===== config.mk =====
export PLATFORM = sky130hd
export DESIGN_NAME = pipeline_ctrl
export DESIGN_NICKNAME = d
export VERILOG_FILES = /design/src/rtl/pipeline_ctrl.sv
export SDC_FILE = /design/constraint.sdc
export NUM_CORES = 1
export LEC_CHECK = 0
export ABC_CLOCK_PERIOD_IN_PS = 4100
export CORE_MARGIN = 8
export CORE_UTILIZATION = 62
export DETAILED_ROUTE_END_ITERATION = 8
export DONT_BUFFER_PORTS = 1
export GPL_ROUTABILITY_DRIVEN = 0
export PLACE_DENSITY = 0.78
export SYNTH_ARGS = -nofsm -noshare
export SYNTH_HDL_FRONTEND = slang
export SYNTH_SLANG_ARGS = --single-unit

===== constraint.sdc =====
create_clock -name clk -period 4.1 [get_ports clk]
set_clock_uncertainty 0.15 [all_clocks]
set_input_delay 0.82 -clock clk [delete_from_list [all_inputs] [get_ports clk]]
set_output_delay 0.82 -clock clk [all_outputs]
set_load 0.005 [all_outputs]

===== src/rtl/pipeline_ctrl.sv =====
// Pipeline control for a five-stage core: stall priority, exception/ERET
// flush with PC redirect, stall-timeout watchdog and stall-cycle counter.
module pipeline_ctrl #(
   parameter logic [31:0] EXC_VECTOR = 32'hBFC00380,
   parameter logic [7:0]  TMO_MAX    = 8'd255
) (
   input  logic        clk,
   input  logic        rst,
   input  logic        if_stall_req,
   input  logic        id_stall_req,
   input  logic        exe_stall_req,
   input  logic        mem_stall_req,
   input  logic        exception_req,
   input  logic        eret_req,
   input  logic [31:0] epc,
   output logic [3:0]  stall,
   output logic        flush,
   output logic        redirect_valid,
   output logic [31:0] redirect_pc,
   output logic        stall_timeout,
   output logic [31:0] stall_cycles
);

   typedef enum logic {
      RUN      = 1'b0,
      REDIRECT = 1'b1
   } state_t;

   state_t      r_state;
   state_t      w_next_state;
   logic [31:0] r_redirect_pc;
   logic [7:0]  r_tmo_cnt;
   logic        r_stall_timeout;
   logic [31:0] r_stall_cycles;
   logic        w_stall_any;

   assign w_stall_any    = |stall;
   assign redirect_pc    = r_redirect_pc;
   assign stall_timeout  = r_stall_timeout;
   assign stall_cycles   = r_stall_cycles;

   // State register: RUN after reset, REDIRECT while a new PC is being fetched.
   // NOTE: sequential state uses non-blocking (<=) so every register samples
   // pre-edge values; blocking here would create order-dependent simulation.
   always_ff @(posedge clk or posedge rst) begin
      if (rst) begin
         r_state <= RUN;
      end else begin
         r_state <= w_next_state;
      end
   end

   // Next-state: enter REDIRECT on flush, leave once fetch accepts the target.
   // NOTE: the default assignment at the top keeps this combinational block
   // from inferring a latch when no branch below assigns the signal.
   always_comb begin
      w_next_state = r_state;
      case (r_state)
         RUN:      if (flush)         w_next_state = REDIRECT;
         REDIRECT: if (!if_stall_req) w_next_state = RUN;
         default:                     w_next_state = RUN;
      endcase
   end

   // Outputs: stall priority and flush; all forced quiet while reset is held.
   always_comb begin
      stall          = 4'b0000;
      flush          = 1'b0;
      redirect_valid = 1'b0;
      if (!rst) begin
         case (r_state)
            RUN: begin
               if (mem_stall_req)                stall = 4'b1111;
               else if (exception_req | eret_req) flush = 1'b1;
               else if (exe_stall_req)           stall = 4'b0111;
               else if (id_stall_req)            stall = 4'b0011;
               else if (if_stall_req)            stall = 4'b0001;
               else                              stall = 4'b0000;
            end
            REDIRECT: begin
               redirect_valid = 1'b1;
               stall          = {3'b000, if_stall_req};
            end
            default: ;
         endcase
      end
   end

   // Redirect target: captured on flush, exception taking precedence over ERET.
   always_ff @(posedge clk or posedge rst) begin
      if (rst) begin
         r_redirect_pc <= 32'h0;
      end else if (flush) begin
         r_redirect_pc <= exception_req ? EXC_VECTOR : epc;
      end
   end

   // Timeout counter: counts consecutive stalled RUN cycles, saturating.
   always_ff @(posedge clk or posedge rst) begin
      if (rst) begin
         r_tmo_cnt <= 8'd0;
      end else if ((r_state == RUN) && w_stall_any) begin
         if (r_tmo_cnt < TMO_MAX) r_tmo_cnt <= r_tmo_cnt + 8'd1;
      end else begin
         r_tmo_cnt <= 8'd0;
      end
   end

   // Sticky timeout flag: sets the cycle after the counter reaches saturation.
   always_ff @(posedge clk or posedge rst) begin
      if (rst) begin
         r_stall_timeout <= 1'b0;
      end else if (r_tmo_cnt == TMO_MAX) begin
         r_stall_timeout <= 1'b1;
      end
   end

   // Stall-cycle statistic: any stalled cycle in either state, free-wrapping.
   always_ff @(posedge clk or posedge rst) begin
      if (rst) begin
         r_stall_cycles <= 32'h0;
      end else if (w_stall_any) begin
         r_stall_cycles <= r_stall_cycles + 32'd1;
      end
   end

endmodule


==> After elaboration in Yosys (flattened, before gate mapping) <==
Index checks and enable logic that the tools add are counted.
{ "word_totals": {"regBits": 74, "in_bits": 40} }
{ "classes": {"addsub": 2, "magnitude_cmp": 1, "n_eq_ne": 2, "n_mux": 19, "bitwise": 2, "reduce_logical": 2} }
{ "ops": {"columns": ["operator", "count"], "rows": [
  ["$add A32 B1 Y32 const B", 1],
  ["$mux W32", 1],
  ["$mux W8", 2],
  ["$mux W1", 9],
  ["$add A8 B1 Y8 const B", 1],
  ["$eq A8 B8 Y1 const B", 1],
  ["$lt A8 B8 Y1 const B", 1],
  ["$mux W4", 2],
  ["$pmux W4 S2", 1],
  ["$mux W3", 2],
  ["$reduce_or A4 Y1", 1],
  ["$mux W2", 1],
  ["$ne A2 B1 Y1 const B", 1],
  ["$pmux W1 S2", 1],
  ["$logic_and A1 B1 Y1", 1],
  ["$not A1 Y1", 1],
  ["$or A1 B1 Y1", 1]
]} }

==> Longest topological paths before layout <==
{ "depth": {"word_depth": 10, "ltp_mapped": 7, "ltp_nobuf": 6} }

==> Worst setup path after synthesis <==
Ideal clock, no wire load.
{ "synth_timing": {"kind": "input-to-output", "start": "input rst", "end": "output stall[0]", "arrival_ns": 2.998, "slack_ns": 0.132, "stages": 4, "path_cell_list": "inv_1 o311a_1 nand2_1 inv_1"} }
{ "synth_between": {"elab_chain_cells": 1} }
{ "synth_lines": {"columns": ["element", "line", "text"], "rows": [
  ["from (decl)", "8", "input logic rst,"],
  ["$mux W4", "70", "if (!rst) begin"],
  ["to (decl)", "16", "output logic [3:0] stall,"]
]} }
No other way between the ends.

==> Worst setup path in the final report <==
Same ends and word-level chain as after synthesis.

==> tab_implementation.tex <==
\begin{tabular}{lr}
\hline
Metric & Value \\
\hline
\multicolumn{2}{l}{\textbf{Status}} \\
\quad Run status & finished clean \\
\multicolumn{2}{l}{\textbf{Clock network}} \\
\quad Hold Buf Count CTS & 0 \\
\quad Resized Gates After CTS & 0 \\
\quad Number of CTS-inserted buffers & 9 \\
\quad Insertion delay of the later-clocked pin in the worst-skew pair & about 0.33 ns \\
\quad Clock tree from TritonCTS & yes \\
\quad Clock transition at the registers of the reported paths & 0.07 ns \\
\quad Largest buffer count on any clock path & 2 \\
\quad CTS Root Cell & sky130\_fd\_sc\_hd\_\_clkbuf\_8 \\
\quad H-tree depth & 3 \\
\quad Clock Sink Count & 74 \\
\quad Number of buffers inserted by post-CTS setup repair & 0 \\
\multicolumn{2}{l}{\textbf{Timing}} \\
\quad Final max-slew violation count & 0 \\
\quad Total of endpoints with negative setup slack in the final report & 0 \\
\quad Post-route setup slack & between 1 and 1.5 ns \\
\quad Part of the cycle the worst path needs & 0.665 \\
\quad Final hold violation count & 0 \\
\quad RSZ-0062 raised after global routing & false \\
\quad Highest clock rate & around 370 MHz \\
\quad Slew HR & 0.372 \\
\quad Min Clock Period, post-route & around 2.7 ns \\
\quad Aggregate negative setup slack & 0 ns \\
\quad Least-Margin Pin Slew & $\sim$0.94 ns \\
\multicolumn{2}{l}{\textbf{Power and ir drop}} \\
\quad Leak & around 1.7 nW \\
\quad IR drop worst, VDD & around 0.00026 V \\
\quad Cell area power density & approximately 480 nW/um2 \\
\multicolumn{2}{l}{\textbf{Min path}} \\
\quad HP Class & in -> async \\
\multicolumn{2}{l}{\textbf{Yosys}} \\
\quad Register area share after synthesis & 0.555 \\
\quad Post-Syn Nets & 362 \\
\quad Flop and latch count out of synthesis & 74 \\
\quad Synthesized area divided by synthesized cell count & approximately 10 um2 \\
\quad Dominant register cell in the synthesized netlist & sky130\_fd\_sc\_hd\_\_dfrtp\_1 \\
\quad Async SR Flop Fraction & 1.00 \\
\quad Number of enable-type register cells in the synthesized netlist & 0 \\
\quad Number of distinct library cell variants in the gate-level netlist after synthesis & 38 \\
\quad Synth warnings & 0 \\
\quad Gate count of the mapped netlist & 320 \\
\quad Post-synthesis instance area & between 3000 and 4000 um2 \\
\multicolumn{2}{l}{\textbf{Floorplan}} \\
\quad Die footprint & $\sim$8000 um2 \\
\quad Starting density of the core & 0.649 \\
\quad Number of placement rows & 26 \\
\quad Die span in x & just under 90 um \\
\quad Die extent in y & around 89 um \\
\quad Core Footprint & 5140 um2 \\
\quad Top-Level Pins & 111 \\
\multicolumn{2}{l}{\textbf{Final layout}} \\
\quad Fraction of the core area covered by cells at the end of the flow & 0.702 \\
\quad Design Area, Final & between 3000 and 4000 um2 \\
\quad Number of nets in the layout & 364 \\
\quad Layout cells sized above 1 & 0.122 \\
\quad Number of fill cells & $\sim$420 \\
\quad Antenna diode instance count & 0 \\
\quad Layout area overhead & 8.14\% \\
\multicolumn{2}{l}{\textbf{Setup path}} \\
\quad Depth of the most critical reg-to-reg path & 5 \\
\quad Required time reported for the critical path endpoint & 3.13 ns \\
\quad Critical path buffer and inverter count & 3 \\
\quad Crit Path Max Fanout & 35 \\
\quad Type of the worst setup path & in -> out \\
\quad Cell family with most CP delay & buffers and inverters \\
\quad Instance count on the critical path & 5 \\
\quad Cells traversed along the worst timing path & inv\_2 > buf\_4 > o311a\_1 > nand2\_1 > inv\_1 \\
\quad CP startpoint kind & primary input \\
\quad Crit path max-delay cell type & sky130\_fd\_sc\_hd\_\_buf\_4 \\
\quad CP endpoint kind & primary output \\
\quad Worst path arrival time & 1.75 ns \\
\quad CP peak stage delay & between 0.3 and 0.4 ns \\
\multicolumn{2}{l}{\textbf{Detailed routing}} \\
\quad Average vias per placed instance & about 5.7 \\
\quad DRC & 0 \\
\quad Number of detailed-route iterations in the first pass & 5 \\
\quad Total Routed Length & around 7000 um \\
\quad WL/cell & $\sim$18 um \\
\quad Starting DRC count in detailed routing & between 100 and 150 \\
\quad Post-DRT Antenna Nets & 0 \\
\quad Via count & between 2,000 and 2,500 \\
\multicolumn{2}{l}{\textbf{Global routing}} \\
\quad Via count of the first global-routing pass & about 2,300 \\
\quad Largest net degree at the start of global routing & around 40 \\
\quad First-pass GRT wire length & between 10,000 and 15,000 um \\
\quad Remaining global-route overflow & 0 \\
\quad Combined global-route utilization of all metal layers & 0.182 \\
\quad Number of antenna violations at the first check in global routing & 0 \\
\multicolumn{2}{l}{\textbf{Place}} \\
\quad DP HPWL & 5120 um \\
\quad Total of buffers placed on input and output ports & 0 \\
\quad Worst setup timing slack at the placement stage & about 1.3 ns \\
\quad Post-DP Area & about 3400 um2 \\
\multicolumn{2}{l}{\textbf{Flow run}} \\
\quad Number of maximum-capacitance violations & 0 \\
\hline
\end{tabular}
worst paths after layout:
| path | from | end | slack [ns] |
|---|---|---|---|
| hold / removal | rst | stall_cycles[1]$_DFFE_PP0P_ | 0.36 |
| setup / recovery | rst | stall[0] | 1.38 |
| max in group asynchronous | rst | redirect_pc[5]$_DFFE_PP0P_ | 3.08 |
| min in group clk | redirect_pc[15]$_DFFE_PP0P_ | redirect_pc[15]$_DFFE_PP0P_ | 0.36 |
| hold reg to reg | redirect_pc[15]$_DFFE_PP0P_ | redirect_pc[15]$_DFFE_PP0P_ | 0.36 |
| setup reg to reg | r_state$_DFF_PP0_ | stall_cycles[27]$_DFFE_PP0P_ | 1.81 |
Yosys cell counts, drive strengths merged, types with 4 or more instances:
| cell type | n | area share |
|---|---|---|
| nand2 | 81 | 0.092 |
| dfrtp | 74 | 0.56 |
| xnor2 | 31 | 0.081 |
| nand3b | 20 | 0.045 |
| nand3 | 18 | 0.038 |
| o21ai | 15 | 0.023 |
| nor2 | 13 | 0.015 |
| nand4 | 10 | 0.024 |
| nor3 | 9 | 0.021 |
| clkbuf | 8 | 0.0090 |
| and3 | 5 | 0.0094 |
| and4 | 4 | 0.011 |
| buf | 4 | 0.011 |
| inv | 4 | 0.0045 |
cell usage in the layout, fill, tap and decap left out, drive strengths merged, types with 2 or more instances in the layout:
cell type,n
xor2,3
bufinv,2
nor3b,2
nand3,18
nand2,81
buf,3
a21oi,3
ha,2
xnor2,31
inv,4
or2,2
mux2i,2
nand3b,20
clkinv,2
nor3,9
dfrtp,74
nor2,13
clkbuf,12
and3,5
o21ai,15
and4,4
nand4,10
final cells by class:
| class | count | area, um2 | share of cell area |
|---|---|---|---|
| inverter | 4 | 15.0 | 0.00416 |
| clock inverter | 4 | 73.8 | 0.0205 |
| tap | 70 | 87.6 | 0.0243 |
| multi-input combinational | 230 | 1400 | 0.388 |
| clock buffer | 12 | 155 | 0.0430 |
| timing repair buffer | 3 | 22.5 | 0.00625 |
| sequential | 74 | 1850 | 0.514 |
routing by layer:
metal	wire, um	share of wire	vias to the layer above	global-route usage
met4	61	0.0087	0	0.0634
met3	669	0.096	5	0.0754
met5	0	0	-	0
met1	2790	0.40	1100	0.211
met2	3480	0.50	73	0.298
li1	-	-	1077	-
per-stage QoR:
step / power, W / hold slack [ns] / std cells
finish: 0.00171 / 0.355 / 397
global route: 0.00180 / 0.377 / 397
floorplan: 0.00104 / 0.313 / 320
detailed placement: 0.00110 / 0.346 / 381
global placement: 0.00109 / 0.343 / 381
CTS: 0.00173 / 0.359 / 397
state kept, by name, summed over array words and instances (netlist names):
signal and flops:
redirect_pc 32, stall_cycles 32, r_state 1, r_tmo_cnt 8
stall_timeout 1
kinds of logic after synthesis:
group	Yosys count	share of synthesized area
buffers and inverters	16	0.0248
AND/OR/NAND/NOR	170	0.277
adder cells (fa/ha/maj)	2	0.00750
multiplexers	3	0.00938
AO/OA/AOI/OAI	21	0.0371
XOR/XNOR	34	0.0893
flip-flops	74	0.555
report_power, final:
part           total, W  switching [W]  internal, W
logic          0.000156      0.0000901    0.0000659
registers      0.000924       0.000104     0.000820
clock network  0.000633       0.000256     0.000377
total           0.00171       0.000451      0.00126
Power figures use the tool's default switching activity.
